`src/rtl/bus_sequencer_if.sv`:
```
// bus_sequencer_if: fetch/operand requester handshakes and external memory bus pins.
interface bus_sequencer_if #(parameter int AW = 20);
  logic          f_req;
  logic [AW-1:0] f_addr;
  logic          f_ack;
  logic [63:0]   f_rdata;
  logic [7:0]    f_rtag;
  logic          m_req;
  logic          m_we;
  logic [AW-1:0] m_addr;
  logic [63:0]   m_wdata;
  logic [7:0]    m_wtag;
  logic          m_ack;
  logic [63:0]   m_rdata;
  logic [7:0]    m_rtag;
  logic [63:0]   i_data;
  logic [7:0]    i_tag;
  logic [63:0]   o_ad;
  logic [7:0]    o_tag;
  logic          o_astb;
  logic          o_rd;
  logic          o_wr;
  modport slave (
    input  f_req, f_addr, m_req, m_we, m_addr, m_wdata, m_wtag, i_data, i_tag,
    output f_ack, f_rdata, f_rtag, m_ack, m_rdata, m_rtag, o_ad, o_tag, o_astb, o_rd, o_wr
  );
  modport master (
    output f_req, f_addr, m_req, m_we, m_addr, m_wdata, m_wtag, i_data, i_tag,
    input  f_ack, f_rdata, f_rtag, m_ack, m_rdata, m_rtag, o_ad, o_tag, o_astb, o_rd, o_wr
  );
endinterface

```
`src/rtl/bus_sequencer.sv`:
```
// bus_sequencer: two-way fetch/operand arbiter and transfer sequencer for the external memory bus.
// Define BUS_SEQ_RR_EN for round-robin arbitration; otherwise operand has fixed priority over fetch.
module bus_sequencer #(
  parameter int AW      = 20,
  parameter int RD_WAIT = 2
) (
  input logic            clk,
  input logic            reset,
  bus_sequencer_if.slave bus
);
  typedef enum logic [2:0] {IDLE, ADDR, WDATA, RWAIT, RDONE} state_t;
  state_t        state, state_nx;
  logic          id;
  logic          we;
  logic [AW-1:0] addr;
  logic [63:0]   wdata;
  logic [7:0]    wtag;
  logic [3:0]    cnt;
  logic          grant_m;
  logic          start;
  assign start = state == IDLE && (bus.f_req || bus.m_req);
`ifdef BUS_SEQ_RR_EN
  // last = 1 means the operand unit held the most recent grant
  logic last;
  always_ff @(posedge clk or negedge reset)
    if (!reset) last <= 1'b1;
    else if (start) last <= grant_m;
  assign grant_m = bus.m_req && (!bus.f_req || !last);
`else
  assign grant_m = bus.m_req;
`endif
  always_comb begin
    state_nx = state;
    case (state)
      IDLE:    state_nx = start ? ADDR : IDLE;
      ADDR:    state_nx = we ? WDATA : RWAIT;
      WDATA:   state_nx = IDLE;
      RWAIT:   state_nx = cnt == 4'd0 ? RDONE : RWAIT;
      default: state_nx = IDLE;
    endcase
  end
  always_ff @(posedge clk or negedge reset)
    if (!reset) begin
      state       <= IDLE;
      id          <= 1'b0;
      we          <= 1'b0;
      addr        <= '0;
      wdata       <= '0;
      wtag        <= '0;
      cnt         <= '0;
      bus.f_rdata <= '0;
      bus.f_rtag  <= '0;
      bus.m_rdata <= '0;
      bus.m_rtag  <= '0;
    end else begin
      state <= state_nx;
      if (start) begin
        id    <= grant_m;
        we    <= grant_m && bus.m_we;
        addr  <= grant_m ? bus.m_addr : bus.f_addr;
        wdata <= bus.m_wdata;
        wtag  <= bus.m_wtag;
      end
      if (state == ADDR && !we) cnt <= 4'(RD_WAIT - 1);
      else if (state == RWAIT && cnt != 4'd0) cnt <= cnt - 4'd1;
      // the bus word is taken on the edge that closes the last wait cycle
      if (state == RWAIT && cnt == 4'd0) begin
        if (id) {bus.m_rdata, bus.m_rtag} <= {bus.i_data, bus.i_tag};
        else {bus.f_rdata, bus.f_rtag} <= {bus.i_data, bus.i_tag};
      end
    end
  always_comb begin
    bus.o_astb = state == ADDR;
    bus.o_rd   = (state == ADDR && !we) || state == RWAIT;
    bus.o_wr   = (state == ADDR && we) || state == WDATA;
    bus.o_ad   = state == ADDR ? 64'(addr) : state == WDATA ? wdata : 64'd0;
    bus.o_tag  = state == WDATA ? wtag : 8'd0;
    bus.f_ack  = state == RDONE && !id;
    bus.m_ack  = state == WDATA || (state == RDONE && id);
  end
endmodule
```
`src/flat_wrapper.sv`:
```
// flat-port wrapper written by rule: the top's interface ports become plain ports
module bus_sequencer_flat 
#(
  parameter int AW      = 20,
  parameter int RD_WAIT = 2
)
  (clk, reset, bus_f_req, bus_f_addr, bus_m_req, bus_m_we, bus_m_addr, bus_m_wdata, bus_m_wtag, bus_i_data, bus_i_tag, bus_f_ack, bus_f_rdata, bus_f_rtag, bus_m_ack, bus_m_rdata, bus_m_rtag, bus_o_ad, bus_o_tag, bus_o_astb, bus_o_rd, bus_o_wr);
  bus_sequencer_if #(.AW(AW)) bus_i ();
  input logic clk;
  input logic reset;
  input wire logic [$bits(bus_i.f_req)-1:0] bus_f_req;
  input wire logic [$bits(bus_i.f_addr)-1:0] bus_f_addr;
  input wire logic [$bits(bus_i.m_req)-1:0] bus_m_req;
  input wire logic [$bits(bus_i.m_we)-1:0] bus_m_we;
  input wire logic [$bits(bus_i.m_addr)-1:0] bus_m_addr;
  input wire logic [$bits(bus_i.m_wdata)-1:0] bus_m_wdata;
  input wire logic [$bits(bus_i.m_wtag)-1:0] bus_m_wtag;
  input wire logic [$bits(bus_i.i_data)-1:0] bus_i_data;
  input wire logic [$bits(bus_i.i_tag)-1:0] bus_i_tag;
  output wire logic [$bits(bus_i.f_ack)-1:0] bus_f_ack;
  output wire logic [$bits(bus_i.f_rdata)-1:0] bus_f_rdata;
  output wire logic [$bits(bus_i.f_rtag)-1:0] bus_f_rtag;
  output wire logic [$bits(bus_i.m_ack)-1:0] bus_m_ack;
  output wire logic [$bits(bus_i.m_rdata)-1:0] bus_m_rdata;
  output wire logic [$bits(bus_i.m_rtag)-1:0] bus_m_rtag;
  output wire logic [$bits(bus_i.o_ad)-1:0] bus_o_ad;
  output wire logic [$bits(bus_i.o_tag)-1:0] bus_o_tag;
  output wire logic [$bits(bus_i.o_astb)-1:0] bus_o_astb;
  output wire logic [$bits(bus_i.o_rd)-1:0] bus_o_rd;
  output wire logic [$bits(bus_i.o_wr)-1:0] bus_o_wr;
  assign bus_i.f_req = bus_f_req;
  assign bus_i.f_addr = bus_f_addr;
  assign bus_i.m_req = bus_m_req;
  assign bus_i.m_we = bus_m_we;
  assign bus_i.m_addr = bus_m_addr;
  assign bus_i.m_wdata = bus_m_wdata;
  assign bus_i.m_wtag = bus_m_wtag;
  assign bus_i.i_data = bus_i_data;
  assign bus_i.i_tag = bus_i_tag;
  assign bus_f_ack = bus_i.f_ack;
  assign bus_f_rdata = bus_i.f_rdata;
  assign bus_f_rtag = bus_i.f_rtag;
  assign bus_m_ack = bus_i.m_ack;
  assign bus_m_rdata = bus_i.m_rdata;
  assign bus_m_rtag = bus_i.m_rtag;
  assign bus_o_ad = bus_i.o_ad;
  assign bus_o_tag = bus_i.o_tag;
  assign bus_o_astb = bus_i.o_astb;
  assign bus_o_rd = bus_i.o_rd;
  assign bus_o_wr = bus_i.o_wr;
  bus_sequencer #(.AW(AW), .RD_WAIT(RD_WAIT)) u_core (.clk(clk), .reset(reset), .bus(bus_i));
endmodule
```
`config.mk`:
```
export PLATFORM = sky130hd
export DESIGN_NAME = bus_sequencer_flat
export DESIGN_NICKNAME = d
export VERILOG_FILES = /design/src/rtl/bus_sequencer_if.sv /design/src/rtl/bus_sequencer.sv /design/src/flat_wrapper.sv
export SDC_FILE = /design/constraint.sdc
export NUM_CORES = 1
export LEC_CHECK = 0
export ABC_AREA = 1
export BUFFER_PORTS_ARGS = -buffer_cell sky130_fd_sc_hd__buf_2
export CORE_AREA = 2 2 174 176
export DETAILED_ROUTE_END_ITERATION = 12
export DIE_AREA = 0 0 176 178
export MAX_ROUTING_LAYER = met4
export SKIP_LAST_GASP = 1
export SLEW_MARGIN = 20
export SYNTH_ARGS = -nofsm -noshare
export SYNTH_HDL_FRONTEND = slang
export SYNTH_SLANG_ARGS = --single-unit
```
`constraint.sdc`:
```
create_clock -name clk -period 3.77 [get_ports clk]
set_input_delay 1.131 -clock clk [delete_from_list [all_inputs] [get_ports clk]]
set_output_delay 1.131 -clock clk [all_outputs]
set_load 0.1 [all_outputs]
```
Word level (Yosys, flattened, before mapping)
Index checks and enable logic that the tools add are counted.
{"block": "totals", "ff_bits": 245, "elab_cells": 47, "input_bits": 189, "out_inout_bits": 221}
{"block": "classes", "reduce_logical": 20, "addsub": 1, "bitwise_logic": 1, "eq_ne": 4, "mux": 10}
{"operator": "$mux W64", "count": 2}
{"operator": "$mux W20", "count": 1}
{"operator": "$pmux W3 S3", "count": 1}
{"operator": "$logic_and A1 B1 Y1", "count": 8}
{"operator": "$mux W4", "count": 2}
{"operator": "$mux W8", "count": 1}
{"operator": "$eq A3 B2 Y1 const B", "count": 2}
{"operator": "$logic_not A4 Y1", "count": 1}
{"operator": "$logic_or A1 B1 Y1", "count": 4}
{"operator": "$reduce_and A2 Y1", "count": 2}
{"operator": "$reduce_bool A4 Y1", "count": 1}
{"operator": "$sub A4 B1 Y4 const B", "count": 1}
{"operator": "$eq A3 B1 Y1 const B", "count": 1}
{"operator": "$eq A3 B3 Y1 const B", "count": 1}
{"operator": "$logic_not A3 Y1", "count": 1}
{"operator": "$mux W3", "count": 1}
{"operator": "$logic_not A1 Y1", "count": 2}
{"operator": "$mux W1", "count": 2}
{"operator": "$reduce_bool A2 Y1", "count": 1}
{"operator": "$not A1 Y1", "count": 1}

Longest topological paths before layout
Gate-level depths: netlist of the first run.
{"block": "logic_depth", "word_depth": 4, "ltp_mapped": 9, "depth_no_buf": 8}

Worst setup path before layout of the first run
No wires, ideal clock.
{"block": "synth_path", "path_kind": "reg-to-output", "start": "reg u_core.state[2]", "end": "out bus_o_wr", "path_slack_ns": -0.166, "required_time_ns": 2.639, "t_arrival_ns": 2.805, "stages_incl_launch_ff": 4, "path_buffers": 0, "cell_sequence": "dfrtp_1 > nor2_1 > nand2_1 > o21ai_0"}
{"block": "synth_between", "elab_chain_cells": 3, "word_cells_on_any_way": 4, "cone_classes": "eq/ne: 2; reduce/logical: 2"}
{"element": "from (decl)", "line": "bus_sequencer.sv:12", "text": "state_t state, state_nx;"}
{"element": "from (signal assigned)", "line": "bus_sequencer.sv:56", "text": "state <= state_nx;"}
{"element": "$eq A3 B1 Y1", "line": "bus_sequencer.sv:75", "text": "bus.o_wr = (state == ADDR && we) || state == WDATA;"}
{"element": "$logic_and A1 B1 Y1", "line": "bus_sequencer.sv:75"}
{"element": "$logic_or A1 B1 Y1 *", "line": "bus_sequencer.sv:75"}
{"element": "to (decl)", "line": "flat_wrapper.sv:30", "text": "output wire logic [$bits(bus_i.o_wr)-1:0] bus_o_wr;"}
Every way passes the cells marked *; elsewhere a longest branch is shown, timed or not.

Worst setup path in the final report of the first run
{"block": "layout_path", "start": "reg u_core.state[2]", "end": "out bus_o_ad[61]"}
{"block": "layout_between", "elab_chain_cells": 3, "word_cells_on_any_way": 4, "cone_classes": "eq/ne: 2; mux: 2"}
{"element": "$eq A3 B2 Y1", "line": "bus_sequencer.sv:76", "text": "bus.o_ad = state == ADDR ? 64'(addr) : state == WDATA ? wdata : 64'd0;"}
{"element": "$mux W64", "line": "bus_sequencer.sv:76"}
{"element": "$mux W64 *", "line": "bus_sequencer.sv:76"}
{"element": "to (decl)", "line": "flat_wrapper.sv:26", "text": "output wire logic [$bits(bus_i.o_ad)-1:0] bus_o_ad;"}
Marks and branches as above.

==> flow_summary.yaml, run 1 <==
global_route:
  grt_max_degree: 111
  grt_pass1_wl_um: 42200
  grt_use_met2: 0.271
  grt.busiest_layer: "met2"
  grt-ovfl-total: 0
  gr-usage-met1: 0.226
  use_met3: 0.0367
  grt_pass1_vias: 8151
  gr-usage-all-layers: 0.172
  antenna_found_initial: 2
timing:
  max_freq_mhz: 280
  fin_skew_ns: 0.00661
  relSlewSlack: 0.474
  tns_ns: 0
  rsz0062_at_grt: "false"
  setup_viol: 0
  period_share: 0.947
  finalMaxSlewViolations: 0
  hold_violations: 0
  fin_crit_ns: 3.57
  tightest_slew_ns: 0.790
  holdWs_ns: 0.473
critical_path:
  worstPathRequired_ns: 2.64
  crit_buf_inv: 3
  critPathMaxFanout: 47
  crit_type: "register to primary output"
  start_kind: "register"
  path_cells: "inv_2 > nand3_4 > buf_4 > nor2_1 > buf_2"
  cp_data_arrival_time_ns: 2.44
  slowest_delay_ns: 0.46
  slowest_stage: "dfrtp_1"
  setup.worst_path.end_class: "primary output"
  cp_top_family: "buffers and inverters"
yosys:
  synth_compound_area_frac: 0.133
  postSynthCellCount: 1136
  ys_types: 22
  yosysSeqAreaShare: 0.604
  avgSynthCellArea_um2: 8.93
  yosys.area_share.xor_xnor: 0.000864
  synth_mux_area_frac: 0
  ys_seq_elements: 245
  yosys.area.top_type: "dfrtp_1"
  synth.net_count: 1327
  yosys_warnings: 0
  yosys-top-cells-area: "dfrtp_1 (60%), nand2_1 (12%), o21ai_1 (6.6%)"
  synth_top_area_share: 0.604
  synth_adder_area_share: 0.00247
  netlist_area_um2: 10100
  synth_simple_gate_area_frac: 0.147
  synth_top_family_by_area: "simple AND/OR/NAND/NOR gates"
drt:
  antenna_left: 0
  vias: 8645
  viasPerCell: 4.48
  drc: 0
  routed_wl_um: 27000
  firstDrtPassIters: 4
  wl_per_cell_um: 14.0
  drt_iter0_markers: 473
clock_tree:
  clk_pin_slew_ns: 0.06
  cts_tree: "built"
  holdBufCountCts: 0
  h-tree-depth: 1
  insertion_delay_ns: 0.53
  cts_buffer_depth: 3
  cts_buffers: 27
  cts_root_buf: "clkbuf_16"
  clock_sinks: 245
final_layout:
  ff_latch_area_um2: 6130
  area_growth_pct: 30.6
  fin_nets: 1712
  n_fill_cell: 2943
  multiInputGateArea_um2: 2890
  drive_gt1_frac: 0.308
placed_design:
  dpl.hpwl_um: 19700
  portBuffers: 409
  routabilityCongestion: 0.821
worst_hold_path:
  hold_path.class: "register to register"
floorplanning:
  core-area_um2: 29400
  io_pins: 410
  die_area_um2: 31300
  die_h_um: 178
  start_util: 0.345
  dieWidth_um: 176
  num_rows: 63
flow_run:
  max_cap_viol_count: 0
outcome:
  status: "complete, no violations"
==> metal layers <==
metal / vias up / wire length (um)
li1: 4296 / -
met1: 3949 / 11900
met2: 354 / 12400
met3: 46 / 2140
met4: 0 / 591
met5: - / 0
==> timing repair <==
action | 4_1_cts | 5_1_grt
setup endpoints to repair | 47 | 11
resized for setup | 1 | 1
buffers inserted | 0 | 0
==> sequential cells by signal, summed over array words and instances (netlist names) <==
signal              flops
u_core.we               1
u_core.cnt              4
u_core.id               1
u_core.bus.f_rtag       8
u_core.bus.m_rtag       8
u_core.bus.m_rdata     64
u_core.bus.f_rdata     64
u_core.addr            20
u_core.state            3
u_core.wdata           64
u_core.wtag             8
==> cells in the mapped netlist <==
cell	n
buf_2	11
buf_4	5
buf_6	25
clkbuf_1	23
dfrtp_1	245
ha_1	2
inv_1	175
inv_2	4
nand2_1	313
nand2_2	1
nand3_1	6
nand3_2	1
nand3_4	2
nand4_1	1
nor2_1	57
nor2_4	1
nor3_1	1
o21ai_0	104
o21ai_1	133
o21ai_2	4
o22ai_1	21
xor2_1	1
==> worst reg2reg max path, stage by stage (launching register included) <==
cell and delay [ns]:
dfrtp_1 0.37, inv_1 0.13, ha_1 0.16, nand2_1 0.09, inv_2 0.11, nand3_4 0.54
buf_12 0.52, nand2_1 0.11, o21ai_0 0.07
==> cell families after synthesis <==
group / after synthesis
compound gates: 262
xor+xnor: 1
fa+ha+maj: 2
buf+inv: 243
flops: 245
simple gates: 383
==> worst paths after layout <==
kind / slack [ns] / endpoint / start / depth (start not counted)
min: 0.47 / u_core.bus.f_rtag[0]$_DFFE_PN0P_ / u_core.bus.f_rtag[0]$_DFFE_PN0P_ / 2
max reg2reg: 1.54 / u_core.bus.m_rdata[0]$_DFFE_PN0P_ / u_core.cnt[0]$_DFFE_PN0P_ / 8
max: 0.20 / bus_o_ad[61] / u_core.state[2]$_DFF_PN0_ / 5
max in group asynchronous: 2.34 / u_core.wdata[5]$_DFFE_PN0P_ / reset / 2
min in group asynchronous: 0.50 / u_core.bus.m_rdata[19]$_DFFE_PN0P_ / reset / 1
min reg2reg: 0.47 / u_core.bus.f_rtag[0]$_DFFE_PN0P_ / u_core.bus.f_rtag[0]$_DFFE_PN0P_ / 2
==> final cells by class <==
class | count | share of cell area
clock buffer | 41 | 0.0595
clock inverter | 7 | 0.00510
timing repair buffer | 420 | 0.166
tap | 390 | 0.0368
sequential | 245 | 0.463
multi-input combinational | 648 | 0.218
antenna | 1 | 0.000189
inverter | 179 | 0.0509
==> placed cells by master (no fill, tap or decap), types with 2 or more instances in the layout <==
master / netlist / layout
nand3_1: 6 / 5
clkinv_2: 0 / 4
o21ai_0: 104 / 102
nand2_1: 313 / 312
o21ai_2: 4 / 4
clkbuf_16: 0 / 27
buf_12: 0 / 5
nor2_1: 57 / 57
clkbuf_8: 0 / 6
inv_6: 0 / 2
nand2_2: 1 / 2
clkbuf_1: 23 / 8
o21ai_1: 133 / 135
ha_1: 2 / 2
buf_2: 11 / 408
o22ai_1: 21 / 21
buf_4: 5 / 6
dfrtp_1: 245 / 245
inv_2: 4 / 3
nand3_4: 2 / 3
inv_1: 175 / 175
==> metrics by stage <==
step / area, um^2 / setup slack, ns / std cells / utilization
floorplan: 10100 / 0.0553 / 1136 / -
global placement: 12400 / 0.549 / 1882 / 0.421
detailed placement: 12400 / 0.472 / 1882 / 0.421
CTS: 13200 / 0.0559 / 1930 / 0.450
global route: 13200 / 0.0549 / 1931 / 0.451
finish: 13200 / 0.201 / 1931 / 0.451
Power of run 1 is not shown: default switching activity piles up to over one toggle a cycle in this logic, so the estimate is an artifact.
==> run 2, diff against run 1 <==
- PLACE_DENSITY: unset -> 0.65
==> run 2 against run 1 <==
Sequential share of layout area is essentially flat. Routed wire length up 0.78%. Critical path depth unchanged. Via count is 0.60% lower. Worst hold slack better by 0.0033 ns. Highest routed layer unchanged.
==> flow_summary.yaml, run 2 (synthesized netlist as in run 1, its figures left out) <==
timing:
  hold_violations: 0
  period_share: 0.944
  finalMaxSlewViolations: 0
  fin_skew_ns: 0.0120
  relSlewSlack: 0.639
  tightest_slew_ns: 0.546
  max_freq_mhz: 281
  fin_crit_ns: 3.56
  tns_ns: 0
  setup_viol: 0
  rsz0062_at_grt: "false"
clock_tree:
  clk_pin_slew_ns: 0.06
  post_cts_buffers: 0
  clock_sinks: 245
  cts_resized: 1
  holdBufCountCts: 0
  cts_root_buf: "clkbuf_16"
  insertion_delay_ns: 0.53
  cts_tree: "built"
  cts_buffers: 26
  h-tree-depth: 1
  cts_buffer_depth: 3
critical_path:
  critPathMaxFanout: 50
  slowest_delay_ns: 0.46
  crit_buf_inv: 3
  start_kind: "register"
  slowest_stage: "dfrtp_1"
  cp_top_family: "buffers and inverters"
  crit_type: "register to primary output"
  worstPathRequired_ns: 2.64
  setup.worst_path.end_class: "primary output"
  path_cells: "inv_2 > nand3_4 > buf_4 > nor2_1 > buf_2"
  cp_data_arrival_time_ns: 2.43
global_route:
  grt_pass1_vias: 8126
  gr-usage-all-layers: 0.173
  antenna_found_initial: 1
  grt-ovfl-total: 0
  grt_max_degree: 105
  grt_pass1_wl_um: 42400
floorplanning:
  start_util: 0.345
  die_h_um: 178
  core-area_um2: 29400
  dieWidth_um: 176
  die_area_um2: 31300
  io_pins: 410
  num_rows: 63
final_layout:
  area_growth_pct: 30.7
  n_fill_cell: 2868
  drive_gt1_frac: 0.309
  fin_nets: 1715
  mostFrequentLayoutCells: "buf_2 (408), nand2_1 (312), dfrtp_1 (245)"
  ff_latch_area_um2: 6130
  multiInputGateArea_um2: 2890
  largestRegisters: "u_core.bus.f_rdata (64), u_core.bus.m_rdata (64), u_core.wdata (64)"
  final_common_cell: "buf_2"
placed_design:
  dpl.hpwl_um: 19800
  routabilityCongestion: 0.825
  portBuffers: 409
drt:
  routed_wl_um: 27300
  drt_iter0_markers: 513
  viasPerCell: 4.45
  vias: 8593
  antenna_left: 0
  wl_per_cell_um: 14.1
  drc: 0
  firstDrtPassIters: 5
worst_hold_path:
  hold_path.class: "register to register"
flow_run:
  max_cap_viol_count: 0
outcome:
  status: "complete, no violations"
==> run 2: final timing paths <==
kind | cells past startpoint | slack, ns | startpoint | end
max | 5 | 0.21 | u_core.state[2]$_DFF_PN0_ | bus_o_ad[34]
min | 2 | 0.48 | u_core.bus.f_rtag[7]$_DFFE_PN0P_ | u_core.bus.f_rtag[7]$_DFFE_PN0P_
max reg2reg | 8 | 1.69 | u_core.cnt[0]$_DFFE_PN0P_ | u_core.bus.m_rdata[8]$_DFFE_PN0P_
min reg2reg | 2 | 0.48 | u_core.bus.f_rtag[7]$_DFFE_PN0P_ | u_core.bus.f_rtag[7]$_DFFE_PN0P_
max in group asynchronous | 2 | 2.39 | reset | u_core.bus.m_rdata[37]$_DFFE_PN0P_
min in group asynchronous | 1 | 0.55 | reset | u_core.addr[4]$_DFFE_PN0P_
==> run 2: routing by layer <==
metal  vias to the layer above  wire (um)  track usage
li1                       4294          -            -
met1                      3899      11600        0.217
met2                       358      12800        0.284
met3                        42       2220       0.0379
met4                         0        592       0.0472
met5                         -          0            -
==> run 2: per-stage QoR <==
stage	setup slack, ns	hold slack [ns]	cells	utilization	cell area [um^2]
floorplan	0.0553	0.465	1136	-	10100
global placement	0.649	0.462	1886	0.422	12400
detailed placement	0.518	0.468	1886	0.422	12400
CTS	0.103	0.483	1929	0.451	13300
global route	0.0700	0.508	1929	0.451	13300
finish	0.213	0.477	1930	0.451	13300
==> run 2: worst register-to-register path: cells and delay by family, from the launching register on <==
kind / cells / cell delay (ns)
flops: 1 / 0.37
buf+inv: 3 / 0.63
simple gates: 3 / 0.68
fa+ha+maj: 1 / 0.16
compound gates: 1 / 0.09
==> run 2: cell type report <==
| cell class | instances | area share |
|---|---|---|
| clock inverter | 2 | 0.00293 |
| tap | 390 | 0.0368 |
| sequential | 245 | 0.462 |
| multi-input combinational | 648 | 0.218 |
| clock buffer | 41 | 0.0602 |
| timing repair buffer | 424 | 0.168 |
| inverter | 179 | 0.0509 |
| antenna | 1 | 0.000189 |
Power of run 2 is left out for the same reason.
